==> config.mk <==
export PLATFORM = sky130hd
export DESIGN_NAME = uart_frame_parser
export DESIGN_NICKNAME = d
export VERILOG_FILES = /design/src/rtl/uart_frame_parser.sv
export SDC_FILE = /design/constraint.sdc
export NUM_CORES = 1
export LEC_CHECK = 0
export CORE_AREA = 10 10 179 147
export DETAILED_ROUTE_END_ITERATION = 8
export DIE_AREA = 0 0 189 157
export GPL_ROUTABILITY_DRIVEN = 0
export GPL_TIMING_DRIVEN = 0
export PLACE_DENSITY_LB_ADDON = 0.1
export SLEW_MARGIN = 20
export SYNTH_ARGS = -nofsm -noshare
export SYNTH_HDL_FRONTEND = slang
export SYNTH_SLANG_ARGS = --single-unit
==> constraint.sdc <==
create_clock -name clk_50mhz -period 6.6 [get_ports clk_50mhz]
set_clock_uncertainty 0.2 [all_clocks]
set_input_delay 0.66 -clock clk_50mhz [delete_from_list [all_inputs] [get_ports clk_50mhz]]
set_output_delay 0.66 -clock clk_50mhz [all_outputs]
set_load 0.02 [all_outputs]
==> src/rtl/uart_frame_parser.sv <==
// Framed-command decoder: hunts for SOF, checks CMD/LEN/payload/XOR checksum,
// streams payload through a small FIFO and issues one ACK/NAK byte per frame.
module uart_frame_parser #(
   parameter int unsigned MAX_LEN     = 16,
   parameter int unsigned FIFO_DEPTH  = 8,
   parameter int unsigned TIMEOUT_CYC = 500_000
) (
   input  logic       clk_50mhz,
   input  logic       reset_n,
   input  logic [7:0] rx_data,
   input  logic       rx_valid,
   input  logic       rx_error,
   output logic [7:0] cmd,
   output logic [7:0] out_data,
   output logic       out_valid,
   output logic       out_last,
   input  logic       out_ready,
   output logic [7:0] rsp_data,
   output logic       rsp_send,
   input  logic       rsp_busy,
   output logic       frame_ok,
   output logic       frame_err,
   output logic [1:0] err_code
);

   localparam int unsigned AW = (FIFO_DEPTH > 1) ? $clog2(FIFO_DEPTH) : 1;
   localparam int unsigned CW = $clog2(FIFO_DEPTH + 1);
   localparam int unsigned TW = $clog2(TIMEOUT_CYC + 1);
   localparam logic [7:0]  SOF = 8'hAA;
   localparam logic [7:0]  ACK = 8'h06;
   localparam logic [7:0]  NAK = 8'h15;
   localparam logic [1:0]  E_NONE = 2'b00;
   localparam logic [1:0]  E_CHK  = 2'b01;
   localparam logic [1:0]  E_LEN  = 2'b10;
   localparam logic [1:0]  E_RX   = 2'b11;

   typedef enum logic [2:0] {S_HUNT, S_CMD, S_LEN, S_PAY, S_CHK, S_RESP} state_e;

   state_e          state_q, state_d;
   logic [7:0]      chk_q, chk_d, cnt_q, cnt_d;
   logic            ovf_q, ovf_d;
   logic [1:0]      code_q, code_d;
   logic [TW-1:0]   tmr_q, tmr_d;
   logic [7:0]      cmd_q, cmd_d, rsp_data_q, rsp_data_d;
   logic            rsp_send_q, rsp_send_d, frame_ok_q, frame_ok_d, frame_err_q, frame_err_d;
   logic [1:0]      err_code_q, err_code_d;
   logic            in_frame, timeout, rx_bad, push, push_last;

   logic [8:0]      mem_q [FIFO_DEPTH];
   logic [AW-1:0]   wr_ptr_q, rd_ptr_q;
   logic [CW-1:0]   count_q;
   logic            full, pop, push_ok;

   assign in_frame = (state_q == S_CMD) || (state_q == S_LEN) ||
                     (state_q == S_PAY) || (state_q == S_CHK);
   assign timeout  = in_frame && !rx_valid && (tmr_q == TW'(TIMEOUT_CYC - 1));
   assign rx_bad   = rx_valid && rx_error;

   assign full     = (count_q == CW'(FIFO_DEPTH));
   assign pop      = (count_q != '0) && out_ready;
   assign push_ok  = push && (!full || pop);

   // State register
   always_ff @(posedge clk_50mhz or negedge reset_n) begin
      if (!reset_n) state_q <= S_HUNT;
      else          state_q <= state_d;
   end

   // Next-state decode; timeout overrides everything while inside a frame
   always_comb begin
      state_d = state_q;
      unique case (state_q)
         S_HUNT: if (rx_valid && !rx_error && rx_data == SOF) state_d = S_CMD;
         S_CMD:  if (rx_bad) state_d = S_RESP;
                 else if (rx_valid) state_d = S_LEN;
         S_LEN:  if (rx_bad) state_d = S_RESP;
                 else if (rx_valid) begin
                    if (rx_data > 8'(MAX_LEN)) state_d = S_RESP;
                    else if (rx_data == 8'd0)  state_d = S_CHK;
                    else                       state_d = S_PAY;
                 end
         S_PAY:  if (rx_bad) state_d = S_RESP;
                 else if (rx_valid && cnt_q == 8'd1) state_d = S_CHK;
         S_CHK:  if (rx_valid) state_d = S_RESP;
         S_RESP: if (!rsp_busy) state_d = S_HUNT;
         default: state_d = S_HUNT;
      endcase
      if (timeout) state_d = S_HUNT;
   end

   // Datapath and output next values
   always_comb begin
      chk_d       = chk_q;
      cnt_d       = cnt_q;
      ovf_d       = ovf_q;
      code_d      = code_q;
      cmd_d       = cmd_q;
      rsp_data_d  = rsp_data_q;
      rsp_send_d  = 1'b0;
      frame_ok_d  = 1'b0;
      frame_err_d = 1'b0;
      err_code_d  = err_code_q;
      push        = 1'b0;
      push_last   = 1'b0;
      tmr_d       = (!in_frame || rx_valid) ? '0 : tmr_q + TW'(1);
      unique case (state_q)
         S_HUNT: if (rx_valid && !rx_error && rx_data == SOF) ovf_d = 1'b0;
         S_CMD:  if (rx_bad) code_d = E_RX;
                 else if (rx_valid) begin
                    cmd_d      = rx_data;
                    chk_d      = rx_data;
                    err_code_d = E_NONE;
                 end
         S_LEN:  if (rx_bad) code_d = E_RX;
                 else if (rx_valid) begin
                    chk_d  = chk_q ^ rx_data;
                    cnt_d  = rx_data;
                    code_d = (rx_data > 8'(MAX_LEN)) ? E_LEN : E_NONE;
                 end
         S_PAY:  if (rx_bad) code_d = E_RX;
                 else if (rx_valid) begin
                    chk_d     = chk_q ^ rx_data;
                    cnt_d     = cnt_q - 8'd1;
                    push      = 1'b1;
                    push_last = (cnt_q == 8'd1);
                    if (full && !pop) ovf_d = 1'b1;
                 end
         S_CHK:  if (rx_valid) begin
                    if (rx_error)            code_d = E_RX;
                    else if (ovf_q)          code_d = E_LEN;
                    else if (rx_data == chk_q) code_d = E_NONE;
                    else                     code_d = E_CHK;
                 end
         S_RESP: if (!rsp_busy) begin
                    rsp_send_d  = 1'b1;
                    rsp_data_d  = (code_q == E_NONE) ? ACK : NAK;
                    frame_ok_d  = (code_q == E_NONE);
                    frame_err_d = (code_q != E_NONE);
                    err_code_d  = code_q;
                 end
         default: ;
      endcase
      if (timeout) begin
         frame_err_d = 1'b1;
         err_code_d  = E_RX;
      end
   end

   // Datapath and output registers
   always_ff @(posedge clk_50mhz or negedge reset_n) begin
      if (!reset_n) begin
         chk_q       <= '0;
         cnt_q       <= '0;
         ovf_q       <= 1'b0;
         code_q      <= E_NONE;
         tmr_q       <= '0;
         cmd_q       <= '0;
         rsp_data_q  <= '0;
         rsp_send_q  <= 1'b0;
         frame_ok_q  <= 1'b0;
         frame_err_q <= 1'b0;
         err_code_q  <= E_NONE;
      end else begin
         chk_q       <= chk_d;
         cnt_q       <= cnt_d;
         ovf_q       <= ovf_d;
         code_q      <= code_d;
         tmr_q       <= tmr_d;
         cmd_q       <= cmd_d;
         rsp_data_q  <= rsp_data_d;
         rsp_send_q  <= rsp_send_d;
         frame_ok_q  <= frame_ok_d;
         frame_err_q <= frame_err_d;
         err_code_q  <= err_code_d;
      end
   end

   // Payload FIFO; push into a full FIFO is accepted only alongside a pop
   always_ff @(posedge clk_50mhz or negedge reset_n) begin
      if (!reset_n) begin
         for (int i = 0; i < int'(FIFO_DEPTH); i++) mem_q[i] <= '0;
         wr_ptr_q <= '0;
         rd_ptr_q <= '0;
         count_q  <= '0;
      end else begin
         if (push_ok) begin
            mem_q[wr_ptr_q] <= {push_last, rx_data};
            wr_ptr_q        <= wr_ptr_q + AW'(1);
         end
         if (pop) rd_ptr_q <= rd_ptr_q + AW'(1);
         unique case ({push_ok, pop})
            2'b10:   count_q <= count_q + CW'(1);
            2'b01:   count_q <= count_q - CW'(1);
            default: count_q <= count_q;
         endcase
      end
   end

   assign cmd       = cmd_q;
   assign out_data  = mem_q[rd_ptr_q][7:0];
   assign out_last  = mem_q[rd_ptr_q][8];
   assign out_valid = (count_q != '0);
   assign rsp_data  = rsp_data_q;
   assign rsp_send  = rsp_send_q;
   assign frame_ok  = frame_ok_q;
   assign frame_err = frame_err_q;
   assign err_code  = err_code_q;

endmodule

==> run summary <==
For this run, the detailed router's first-pass iteration total came to 4. In the final layout, the share of cells above drive strength 1 is 23.1%. For the pin with the worst max-slew slack, the measured transition is 0.864 ns. The tools report the library cell used as clock root buffer as sky130_fd_sc_hd__clkbuf_16. The part of the cycle the worst path needs was 63.3%.

The worst register-to-register path ends at count_q[2]$_DFFE_PN0P_. For this run, the total global-route usage over all layers was measured as 12.4%. The die extent in x works out to 189 um. Terminating pin of the worst hold path: rsp_data[2]$_DFFE_PN0P_. The run gives 50.2% as the post-synthesis sequential area ratio. Max-cap violations in this run came to 0. The top flip-flop cell by instance count after synthesis is sky130_fd_sc_hd__dfrtp_1. After synthesis the netlist holds a flip-flop and latch count of 139. The area added between synthesis and finish came out at 20.3%. For this configuration, the core starts out at a cell density of 30.2%. The routed design could run at a clock period as short as 4.18 ns. The tools report the buffer levels on the longest clock path as 2.

The flow ran to the end, and the final reports show no timing, DRC or antenna violations. IR analysis of the VDD net gives a maximum drop of 0.189 mV. Clock-pin slew was measured on the worst setup and hold paths at 0.07 ns. The total count of max-transition violations in the final report came out at 0. In this run the worst hold path is classified as reg -> reg. The number of cells traversed by the worst register-to-register path was 10. The number of antenna violations at the first check in global routing was 0. The die covers 29700 um2. Buffers inserted during clock tree synthesis total 17.

The via total after detailed routing was 4730. The run gives 596 as the number of cells produced by synthesis. TritonCTS built the clock tree. Combinational cells account for 28.0% of the total power. The area of the mapped netlist is 6930 um2, and the initial detailed-routing violation count is 353. For the worst setup path, the data arrival time is 3.32 ns. STA puts the critical path data required time at 5.74 ns.

After Yosys synthesis, full adders, half adders and majority gates account for 1.45% of the synthesized area. The flop-to-flop setup slack was 3.54 ns. The total power per unit cell area was 339 nW/um2; the number of distinct standard cells referenced by the synthesized netlist was 59. The top-level port count was 45; the wire length per cell after detailed routing was 18.1 um.

The sequential share of power was 36.9%; the wire length of the first global-routing pass was 28800 um. The startpoint identified for the worst register-to-register timing path is state_q[0]$_DFFE_PN0P_. Setup violations remaining at the end of the flow were counted as 0. The worst setup path is launched from a register. Summed over all cells, the static leakage comes to 3.66 nW. The repair_antennas step left the layout with diodes totalling 0.

Measured along the y axis, the die boundary spans 157 um. The half-perimeter wire length after placement is 12200 um. Of the total power, the clock network draws 35.1%. Basic-gate share of the synthesized area counting and, or, nand and nor cells: 12.9%. The fraction of registers with async set or reset after synthesis is 100%, and the core footprint is 23000 um2. Setup repair after global routing left no endpoint under its margin. The clock latency reported for the late side of the worst-skew pair was 0.42 ns. The total overflow left after global routing is 0.

The number of hold violations in the final report is 0, and the number of H-tree levels is 4. Dominant combinational cell family by area after synthesis: multiplexers. Summing the areas of all compound-gate instances in the mapped netlist gives 6.65% of the synthesized area. The startpoint identified for the worst hold timing path is rsp_data[2]$_DFFE_PN0P_. For the number of warnings reported in the yosys synthesis log, the log shows 0. The switching fraction of total power was 33.1%; the per-cell via count in the routed design was 4.83.

The logs give 17700 um for the total length of routed wires and 91 for the pin count of the biggest net entering global routing. The kind of end point of the critical path was a primary output. Internal power comes to 1.89 mW. The run gives 36.3% as the post-route core utilization. In this run the worst path has a maximum fanout of 10.

The count of buffers added on input and output ports is 35. Measured against the total synthesized area, the mux share comes to 20.1%. The number of global-route vias before repair was 5025; the maximum clock rate was 0.239 GHz. Worst hold path stage count: 1. The critical path is of the reg -> out type.

The count of unresolved DRC violations after routing is 0, and the mean cell area of the mapped netlist is 11.6 um2. Of the total synthesized cell area, the portion taken by XOR and XNOR cells is 5.19%. The tools report the total of hold buffers inserted after clock tree synthesis as 1. The tools report the post-CTS setup repair buffer count as 0. CTS saw 139 sinks. Yosys mapped a number of flops with a built-in enable equal to 0.

The analysis attributes to net switching a power of 0.937 mW. The floorplan has 50 rows. For the worst-case headroom to the max-slew limit, the log shows 42.2%. Post-CTS repair changed the size of 0 cells. The remaining antenna violation count was 0; the hold slack was 0.275 ns.

For this run, the post-layout net count is 677.
[layout make-up]
type | instances | area [um2]
flip-flops and latches | 139 | 3480
multi-input cells | 403 | 3220
clock inverters | 13 | 168
inverters | 13 | 48.8
fillers | 2280 | 14600
clock buffers | 19 | 443
repair buffers | 37 | 393
well taps | 312 | 390
plain buffers | 44 | 191
[metrics by stage]
| stage | instances | TNS (ns) | setup WS [ns] | cell area [um2] | total power [mW] |
|---|---|---|---|---|---|
| floorplan | 599 | 0 | 3.69 | 6940 | 1.58 |
| finish | 980 | 0 | 2.42 | 8330 | 2.83 |
| detailed placement | 947 | 0 | 2.82 | 7710 | 1.86 |
| CTS | 980 | 0 | 2.36 | 8330 | 2.87 |
| global placement | 946 | -150.75 | -1.10 | 7680 | 1.84 |
| global route | 980 | 0 | 2.23 | 8330 | 2.99 |
[worst max path at each step]
stage | start | endpoint | slack [ns]
3_5_place_dp | rd_ptr_q[1]$_DFFE_PN0P_ | out_last | 2.82
3_3_place_gp | reset_n | mem_q[29]$_DFFE_PN0P_ | -1.10
4_1_cts | rd_ptr_q[1]$_DFFE_PN0P_ | out_last | 2.36
2_1_floorplan | rx_error | count_q[2]$_DFFE_PN0P_ | 3.69
6_report | rd_ptr_q[1]$_DFFE_PN0P_ | out_last | 2.42
5_1_grt | rd_ptr_q[1]$_DFFE_PN0P_ | out_last | 2.23
[power by group through the flow]
stage	clock, mW	combinational (mW)	sequential [mW]
after detailed placement	0	0.799	1.06
after global routing	1.05	0.877	1.06
final	0.991	0.792	1.04
after CTS	1.02	0.805	1.04
after floorplan	0	0.498	1.08
after global placement	0	0.783	1.06
[worst max-delay path: stages (launching register included)]
cell	delay, ns
sky130_fd_sc_hd__dfrtp_1	0.35
sky130_fd_sc_hd__clkbuf_1	0.56
sky130_fd_sc_hd__clkbuf_1	0.68
sky130_fd_sc_hd__mux4_2	0.43
sky130_fd_sc_hd__o21ai_0	0.22
sky130_fd_sc_hd__clkdlybuf4s50_1	0.66
[cells by family after synthesis]
kind of cell | after synthesis
compound gates | 75
other cells | 1
flops | 139
mux | 106
buf+inv | 57
fa+ha+maj | 8
simple gates | 169
xor+xnor | 41
[Yosys cell counts (13+ instances only)]
cell	number	share of area, %
sky130_fd_sc_hd__nor2_1	35	1.9
sky130_fd_sc_hd__a21oi_1	19	1.4
sky130_fd_sc_hd__mux4_2	18	5.9
sky130_fd_sc_hd__inv_1	13	0.70
sky130_fd_sc_hd__nand2_1	49	2.7
sky130_fd_sc_hd__dfrtp_1	139	50
sky130_fd_sc_hd__nand3_1	16	1.2
sky130_fd_sc_hd__clkbuf_1	32	1.7
sky130_fd_sc_hd__xor2_1	32	4.0
sky130_fd_sc_hd__o21ai_0	28	2.0
sky130_fd_sc_hd__mux2_2	83	13
[registers in the layout, indices dropped and copies added, names as in the netlist, 4 cells and up]
| register | cells |
|---|---|
| count_q | 4 |
| mem_q | 72 |
| cmd | 8 |
| chk_q | 8 |
| cnt_q | 8 |
| tmr_q | 19 |
[routing by layer]
metal | routed length, um | GRT usage, % | part of all wire [%]
met1 | 8600 | 16.4 | 49
met2 | 8260 | 19.9 | 47
met3 | 649 | 2.76 | 3.7
met4 | 208 | 3.66 | 1.2
met5 | 0 | 0 | 0
[cell usage in the layout, fill, tap and decap left out, types with 3 or more instances in the layout]
master and n:
sky130_fd_sc_hd__dfrtp_1 139, sky130_fd_sc_hd__mux2_2 83, sky130_fd_sc_hd__nand2_1 49, sky130_fd_sc_hd__nor2_1 35, sky130_fd_sc_hd__clkdlybuf4s50_1 34, sky130_fd_sc_hd__clkbuf_1 33
sky130_fd_sc_hd__xor2_1 32, sky130_fd_sc_hd__o21ai_0 28, sky130_fd_sc_hd__a21oi_1 19, sky130_fd_sc_hd__mux4_2 18, sky130_fd_sc_hd__clkbuf_16 17, sky130_fd_sc_hd__nand3_1 16
sky130_fd_sc_hd__inv_1 13, sky130_fd_sc_hd__nor3_1 9, sky130_fd_sc_hd__xnor2_1 9, sky130_fd_sc_hd__nand4_1 8, sky130_fd_sc_hd__ha_1 8, sky130_fd_sc_hd__nand2b_1 7
sky130_fd_sc_hd__buf_2 6, sky130_fd_sc_hd__nor2b_1 6, sky130_fd_sc_hd__nor4_1 6, sky130_fd_sc_hd__or3_1 5, sky130_fd_sc_hd__mux2i_1 5, sky130_fd_sc_hd__buf_4 5
sky130_fd_sc_hd__clkinv_4 5, sky130_fd_sc_hd__and4_1 4, sky130_fd_sc_hd__and3_1 4, sky130_fd_sc_hd__o22ai_1 4, sky130_fd_sc_hd__conb_1 4, sky130_fd_sc_hd__or4_1 3
sky130_fd_sc_hd__a211oi_1 3, sky130_fd_sc_hd__nand3b_1 3, sky130_fd_sc_hd__a2bb2oi_1 3, sky130_fd_sc_hd__bufinv_16 3
Power figures use the tool's default switching activity.
